## config.mk

```make
export PLATFORM = sky130hd
export DESIGN_NAME = lsu_ctrl
export DESIGN_NICKNAME = d
export VERILOG_FILES = /design/src/rtl/lsu_ctrl.sv
export SDC_FILE = /design/constraint.sdc
export NUM_CORES = 1
export LEC_CHECK = 0
export CORE_ASPECT_RATIO = 2
export CORE_MARGIN = 3
export CORE_UTILIZATION = 44
export CTS_CLUSTER_DIAMETER = 40
export DETAILED_ROUTE_END_ITERATION = 7
export PLACE_DENSITY_LB_ADDON = 0.1
export SYNTH_ARGS = -nofsm -noshare
export SYNTH_HDL_FRONTEND = slang
export SYNTH_SLANG_ARGS = --single-unit
```

## constraint.sdc

```tcl
create_clock -name clk -period 2.3 [get_ports clk]
set_input_delay 0.23 -clock clk [delete_from_list [all_inputs] [get_ports clk]]
set_output_delay 0.23 -clock clk [all_outputs]
set_load 0.01 [all_outputs]
```

## src/rtl/lsu_ctrl.sv

```systemverilog
// lsu_ctrl: load/store sequencer between the RV32I execute stage and a
// word-organised data memory. It takes one request at a time, validates
// funct3, alignment and address range, and drives a single-cycle memory access.
// Loads are lane-extracted and extended. The result is returned through a
// valid/ready response handshake.
//
// Ports
//   clk, rst                 clock, synchronous active-high reset
//   req_valid/req_ready      request handshake
//   req_we, req_funct3       1 = store / 0 = load, RV32I funct3
//   req_addr, req_wdata      byte address, right-justified store data
//   resp_valid/resp_ready    response handshake
//   resp_rdata, resp_err     extended load data (0 for stores/errors), reject flag
//   mem_addr, mem_wdata      word index, lane-replicated store data
//   mem_wr, mem_mask         one-cycle write strobe, byte-lane enables
//   mem_rdata                combinational read word for mem_addr
module lsu_ctrl #(
  parameter int ADDR_W = 8
) (
  input  logic              clk,
  input  logic              rst,
  input  logic              req_valid,
  output logic              req_ready,
  input  logic              req_we,
  input  logic [2:0]        req_funct3,
  input  logic [31:0]       req_addr,
  input  logic [31:0]       req_wdata,
  output logic              resp_valid,
  input  logic              resp_ready,
  output logic [31:0]       resp_rdata,
  output logic              resp_err,
  output logic [ADDR_W-1:0] mem_addr,
  output logic [31:0]       mem_wdata,
  output logic              mem_wr,
  output logic [3:0]        mem_mask,
  input  logic [31:0]       mem_rdata
);

  typedef enum logic [1:0] {IDLE, ACCESS, RESP} state_t;

  state_t              state_q, state_d;
  logic                init_q;
  logic                we_q, we_d;
  logic [2:0]          funct3_q, funct3_d;
  logic [1:0]          off_q, off_d;
  logic [ADDR_W-1:0]   mem_addr_q, mem_addr_d;
  logic [31:0]         mem_wdata_q, mem_wdata_d;
  logic [3:0]          mem_mask_q, mem_mask_d;
  logic                mem_wr_q, mem_wr_d;
  logic                resp_valid_q, resp_valid_d;
  logic [31:0]         resp_rdata_q, resp_rdata_d;
  logic                resp_err_q, resp_err_d;
  logic                accept;

  function automatic logic req_bad(input logic we, input logic [2:0] f3,
                                   input logic [31:0] addr);
    logic bad_f3, bad_align, bad_range;
    bad_f3    = we ? (f3 > 3'b010)
                   : !(f3 inside {3'b000, 3'b001, 3'b010, 3'b100, 3'b101});
    // f3[1:0] encodes the access size: 01 = half, 10 = word.
    bad_align = ((f3[1:0] == 2'b01) && addr[0]) ||
                ((f3[1:0] == 2'b10) && (addr[1:0] != 2'b00));
    bad_range = (addr >> (ADDR_W + 2)) != 32'd0;
    return bad_f3 || bad_align || bad_range;
  endfunction

  function automatic logic [3:0] store_mask(input logic [2:0] f3, input logic [1:0] off);
    case (f3[1:0])
      2'b00:   return 4'b0001 << off;
      2'b01:   return off[1] ? 4'b1100 : 4'b0011;
      default: return 4'b1111;
    endcase
  endfunction

  function automatic logic [31:0] store_data(input logic [2:0] f3, input logic [31:0] w);
    case (f3[1:0])
      2'b00:   return {4{w[7:0]}};
      2'b01:   return {2{w[15:0]}};
      default: return w;
    endcase
  endfunction

  function automatic logic [31:0] load_ext(input logic [2:0] f3, input logic [1:0] off,
                                          input logic [31:0] word);
    logic [7:0]  b;
    logic [15:0] h;
    b = word[{off, 3'b000} +: 8];
    h = word[{off[1], 4'b0000} +: 16];
    case (f3)
      3'b000:  return {{24{b[7]}}, b};
      3'b001:  return {{16{h[15]}}, h};
      3'b100:  return {24'd0, b};
      3'b101:  return {16'd0, h};
      default: return word;
    endcase
  endfunction

  // init_q keeps req_ready low during the first cycle after reset.
  assign req_ready = (state_q == IDLE) && !rst && !init_q;
  assign accept    = req_valid && req_ready;

  always_comb begin
    state_d      = state_q;
    we_d         = we_q;
    funct3_d     = funct3_q;
    off_d        = off_q;
    mem_addr_d   = mem_addr_q;
    mem_wdata_d  = mem_wdata_q;
    mem_mask_d   = mem_mask_q;
    mem_wr_d     = mem_wr_q;
    resp_valid_d = resp_valid_q;
    resp_rdata_d = resp_rdata_q;
    resp_err_d   = resp_err_q;
    case (state_q)
      IDLE: begin
        if (accept) begin
          we_d     = req_we;
          funct3_d = req_funct3;
          off_d    = req_addr[1:0];
          if (req_bad(req_we, req_funct3, req_addr)) begin
            state_d      = RESP;
            resp_valid_d = 1'b1;
            resp_err_d   = 1'b1;
            resp_rdata_d = 32'd0;
          end else begin
            state_d     = ACCESS;
            mem_addr_d  = req_addr[ADDR_W+1:2];
            mem_mask_d  = store_mask(req_funct3, req_addr[1:0]);
            mem_wdata_d = store_data(req_funct3, req_wdata);
            mem_wr_d    = req_we;
          end
        end
      end
      ACCESS: begin
        state_d      = RESP;
        mem_addr_d   = '0;
        mem_mask_d   = 4'd0;
        mem_wdata_d  = 32'd0;
        mem_wr_d     = 1'b0;
        resp_valid_d = 1'b1;
        resp_err_d   = 1'b0;
        resp_rdata_d = we_q ? 32'd0 : load_ext(funct3_q, off_q, mem_rdata);
      end
      RESP: begin
        if (resp_ready) begin
          state_d      = IDLE;
          resp_valid_d = 1'b0;
          resp_err_d   = 1'b0;
          resp_rdata_d = 32'd0;
        end
      end
      default: state_d = IDLE;
    endcase
  end

  always_ff @(posedge clk) begin
    if (rst) begin
      state_q      <= IDLE;
      init_q       <= 1'b1;
      we_q         <= 1'b0;
      funct3_q     <= 3'd0;
      off_q        <= 2'd0;
      mem_addr_q   <= '0;
      mem_wdata_q  <= 32'd0;
      mem_mask_q   <= 4'd0;
      mem_wr_q     <= 1'b0;
      resp_valid_q <= 1'b0;
      resp_rdata_q <= 32'd0;
      resp_err_q   <= 1'b0;
    end else begin
      state_q      <= state_d;
      init_q       <= 1'b0;
      we_q         <= we_d;
      funct3_q     <= funct3_d;
      off_q        <= off_d;
      mem_addr_q   <= mem_addr_d;
      mem_wdata_q  <= mem_wdata_d;
      mem_mask_q   <= mem_mask_d;
      mem_wr_q     <= mem_wr_d;
      resp_valid_q <= resp_valid_d;
      resp_rdata_q <= resp_rdata_d;
      resp_err_q   <= resp_err_d;
    end
  end

  // Outputs are forced low while rst is high so a reset landing in ACCESS
  // cannot produce a partial write and a pending response disappears at once.
  assign mem_addr   = rst ? '0    : mem_addr_q;
  assign mem_wdata  = rst ? 32'd0 : mem_wdata_q;
  assign mem_mask   = rst ? 4'd0  : mem_mask_q;
  assign mem_wr     = mem_wr_q && !rst;
  assign resp_valid = resp_valid_q && !rst;
  assign resp_rdata = rst ? 32'd0 : resp_rdata_q;
  assign resp_err   = resp_err_q && !rst;

endmodule
```

==> metrics.md <==
| Metric | Value |
|---|---|
| Clock tree sinks | `88` |
| Sum of routed wire length over all layers | `15.09 mm` |
| Critical Setup Path Class | `flop to flop` |
| Number of flip-flops and latches in the synthesized netlist | `88` |
| Period utilization | `92.29%` |
| Final core area utilization | `69.12%` |
| Most common cell after layout, fill and taps aside | `sky130_fd_sc_hd__clkdlybuf4s50_1` |
| Maximum clock skew at final layout | `0.007017 ns` |
| HPWL after DPL | `11.51 mm` |
| Combined area of all synthesized cells | `4623 sq um` |
| Startpoint Class | `flop` |
| I/O Pins | `184` |
| Worst VDD drop | `0.0004872 V` |
| Detail-routed net length per standard cell | `18.33 microns` |
| Vias in the first global route | `4707` |
| Setup repair after global routing missed its margin | `false` |
| Total die area | `11850 sq um` |
| Number of enable-type register cells in the synthesized netlist | `0` |
| Diodes inserted | `0` |
| Drt pass-1 iters | `4` |
| Cell leakage power | `2.753 nW` |
| Maxcap violations | `0` |
| Post-route antenna net violation count | `0` |
| Largest fanout of any net on the critical path | `7` |
| Post-route cell area | `7061 sq um` |
| Post-layout min period | `2.123 ns` |
| Fmax | `0.4711 GHz` |
| Hold Slack | `0.3350 ns` |
| Final global-route overflow total | `0` |
| Largest net degree at the start of global routing | `72` |
| Clock slew seen by the registers of the worst setup and hold paths | `0.07 ns` |
| Initial Utilization | `45.26%` |
| DRC violation count after routing | `0` |
| Worst Max-Slew Pin Slew | `1.159 ns` |
| PD cells | `539.3 nW/um^2` |
| Worst endpoint data arrival time | `2.37 ns` |
| Die boundary height | `151.0 microns` |
| Area inside the core boundary | `10210 sq um` |
| Global-route wire length before repair | `23.92 mm` |
| Standard-cell rows | `52` |
| Width of the die | `78.48 microns` |
| Sequential fraction of the synthesis area | `38.11%` |
| Placed Instance Area | `6729 sq um` |
| Number of buffers between clock root and the deepest sink | `2` |
| Number of DRC markers after the initial detailed-route iteration | `216` |
| Share of post-route cells with drive strength above 1 | `8.721%` |
| Critical path data required time | `2.54 ns` |
| Final setup vio count | `0` |
| Maximum level of the CTS H-tree | `3` |
| Outcome | `complete, no violations` |
| Number of nets in the layout | `791` |
| Crit end category | `flop` |
| Nets in the synthesized netlist | `611` |
| Number of buffers inserted by port buffering | `183` |
| Post-synthesis average cell area | `9.191 sq um` |
| Global routing usage summed across all routing layers | `26.05%` |
| Antenna violations before repair | `0` |
| Clock tree from TritonCTS | `built` |
| Number of warnings issued by yosys | `0` |
| Number of instances in the synthesized netlist | `503` |
| Share of synthesized flip-flops with an asynchronous set or reset | `0%` |
| Most frequent cells in the layout | `sky130_fd_sc_hd__clkdlybuf4s50_1 (182), sky130_fd_sc_hd__dfxtp_1 (88), sky130_fd_sc_hd__nor2b_1 (57)` |
| Area overhead of the layout relative to synthesis | `52.72%` |
| Via count of the routed design | `4551` |
| Relative max-transition margin | `21.64%` |
| Most common flop cell mapped by yosys | `sky130_fd_sc_hd__dfxtp_1` |
| Clock Root Buffer | `sky130_fd_sc_hd__clkbuf_16` |
| Min-Delay Path Class | `input port to flop` |
| Clock buffer count from CTS | `9` |
| Worst-skew pair later-pin latency | `0.34 ns` |
| Count of final max-slew check failures | `0` |
| Avg Vias per Cell | `5.530` |
| Placer congestion estimate | `0.9462` |
| Final hold vios | `0` |
| Count of cell types in the netlist | `47` |
[worst paths after layout]
| kind | slack, ns | cells past startpoint | startpoint | endpoint |
|---|---|---|---|---|
| min | 0.33 | 2 | rst | init_q$_DFF_P_ |
| max reg2reg | 0.18 | 4 | off_q[0]$_SDFFE_PP0P_ | resp_rdata_q[13]$_SDFFE_PP0P_ |
| max | 0.18 | 4 | off_q[0]$_SDFFE_PP0P_ | resp_rdata_q[13]$_SDFFE_PP0P_ |
| min reg2reg | 0.49 | 2 | we_q$_SDFFE_PP0P_ | we_q$_SDFFE_PP0P_ |
[report_power, final]
part | internal, mW | switching, mW | total (mW) | leakage (nW)
clock network | 0.987 | 0.627 | 1.61 | 0.159
logic | 0.332 | 0.305 | 0.637 | 1.88
registers | 1.54 | 0.0169 | 1.56 | 0.710
total | 2.86 | 0.949 | 3.81 | 2.75
[worst max-delay path, stage by stage (launching register included)]
cell	delay, ns
sky130_fd_sc_hd__dfxtp_1	0.45
sky130_fd_sc_hd__mux4_2	0.24
sky130_fd_sc_hd__nor4b_1	0.93
sky130_fd_sc_hd__a221oi_1	0.11
sky130_fd_sc_hd__o32ai_1	0.30
[synth_stat cells (2+ instances only)]
| cell type | number | share of area [%] |
|---|---|---|
| sky130_fd_sc_hd__dfxtp_1 | 88 | 38 |
| sky130_fd_sc_hd__nor2b_1 | 57 | 7.7 |
| sky130_fd_sc_hd__mux2i_1 | 34 | 7.4 |
| sky130_fd_sc_hd__a22o_1 | 33 | 6.3 |
| sky130_fd_sc_hd__inv_1 | 32 | 2.6 |
| sky130_fd_sc_hd__nand2b_1 | 31 | 4.2 |
| sky130_fd_sc_hd__nand2_1 | 30 | 2.4 |
| sky130_fd_sc_hd__clkbuf_1 | 29 | 2.4 |
| sky130_fd_sc_hd__o2111ai_1 | 17 | 3.2 |
| sky130_fd_sc_hd__o22ai_1 | 16 | 2.2 |
| sky130_fd_sc_hd__o2bb2ai_1 | 15 | 2.8 |
| sky130_fd_sc_hd__o21ai_0 | 13 | 1.4 |
| sky130_fd_sc_hd__o32ai_1 | 13 | 2.5 |
| sky130_fd_sc_hd__or3_1 | 9 | 1.2 |
| sky130_fd_sc_hd__a221oi_1 | 8 | 1.5 |
| sky130_fd_sc_hd__nor2_1 | 7 | 0.57 |
| sky130_fd_sc_hd__o2111a_1 | 7 | 1.7 |
| sky130_fd_sc_hd__a21oi_1 | 6 | 0.65 |
| sky130_fd_sc_hd__buf_2 | 6 | 0.65 |
| sky130_fd_sc_hd__mux2_2 | 6 | 1.5 |
| sky130_fd_sc_hd__nor4_1 | 6 | 0.81 |
| sky130_fd_sc_hd__ha_1 | 4 | 1.1 |
| sky130_fd_sc_hd__buf_6 | 3 | 0.73 |
| sky130_fd_sc_hd__mux2_1 | 3 | 0.73 |
| sky130_fd_sc_hd__o31ai_1 | 3 | 0.49 |
| sky130_fd_sc_hd__buf_4 | 2 | 0.32 |
| sky130_fd_sc_hd__nor3_1 | 2 | 0.22 |
| sky130_fd_sc_hd__nor3b_1 | 2 | 0.32 |
| sky130_fd_sc_hd__o211ai_1 | 2 | 0.32 |
| sky130_fd_sc_hd__o31a_1 | 2 | 0.38 |
[final cells by class]
cell class / instances / area [sq um]
repair buffers: 211 / 2125
flip-flops and latches: 88 / 1762
clock inverters: 6 / 90.09
inverters: 32 / 120.1
multi-input cells: 341 / 2556
clock buffers: 10 / 239.0
well taps: 135 / 168.9
fillers: 847 / 3154
[registers in the layout (all words and copies together) (netlist names)]
register / cells
mem_wdata_q: 32
resp_rdata_q: 32
mem_addr_q: 8
mem_mask_q: 4
funct3_q: 3
off_q: 2
state_q: 2
init_q: 1
mem_wr_q: 1
resp_err_q: 1
resp_valid_q: 1
we_q: 1
[metal layers]
metal | part of all wire, % | routed length (microns) | up-vias | track usage, %
met5 | 0 | 0 | - | 0
met4 | 4.0 | 608 | 0 | 13.31
met3 | 5.9 | 887 | 31 | 6.190
met2 | 57 | 8541 | 180 | 51.37
met1 | 33 | 5050 | 2132 | 24.06
li1 | - | - | 2208 | -
[cell families after synthesis]
family	count (synthesis)	synth area share (%)
adder cells (fa/ha/maj)	4	1.083
AO/OA/AOI/OAI	141	24.68
AND/OR/NAND/NOR	152	19.03
buffers and inverters	74	7.063
multiplexers	44	10.04
flip-flops	88	38.11
[through the flow]
stage                     setup slack [ns]  instances  setup TNS, ns  power [mW]
after global placement            -0.04088        807        -0.4944       2.215
after detailed placement           -0.1347        807         -1.734       2.224
after floorplan                     0.1917        503              0       1.897
final                               0.1774        823              0       3.808
after CTS                           0.1610        823              0       3.826
after global routing               0.03814        823              0       3.934
[timing repair]
action | 4_1_cts | 5_1_grt
resized for setup | 0 | 1
setup endpoints to repair | 0 | 5
buffers inserted | 0 | 0
hold buffers | 0 | 0
Power figures use the tool's default switching activity.
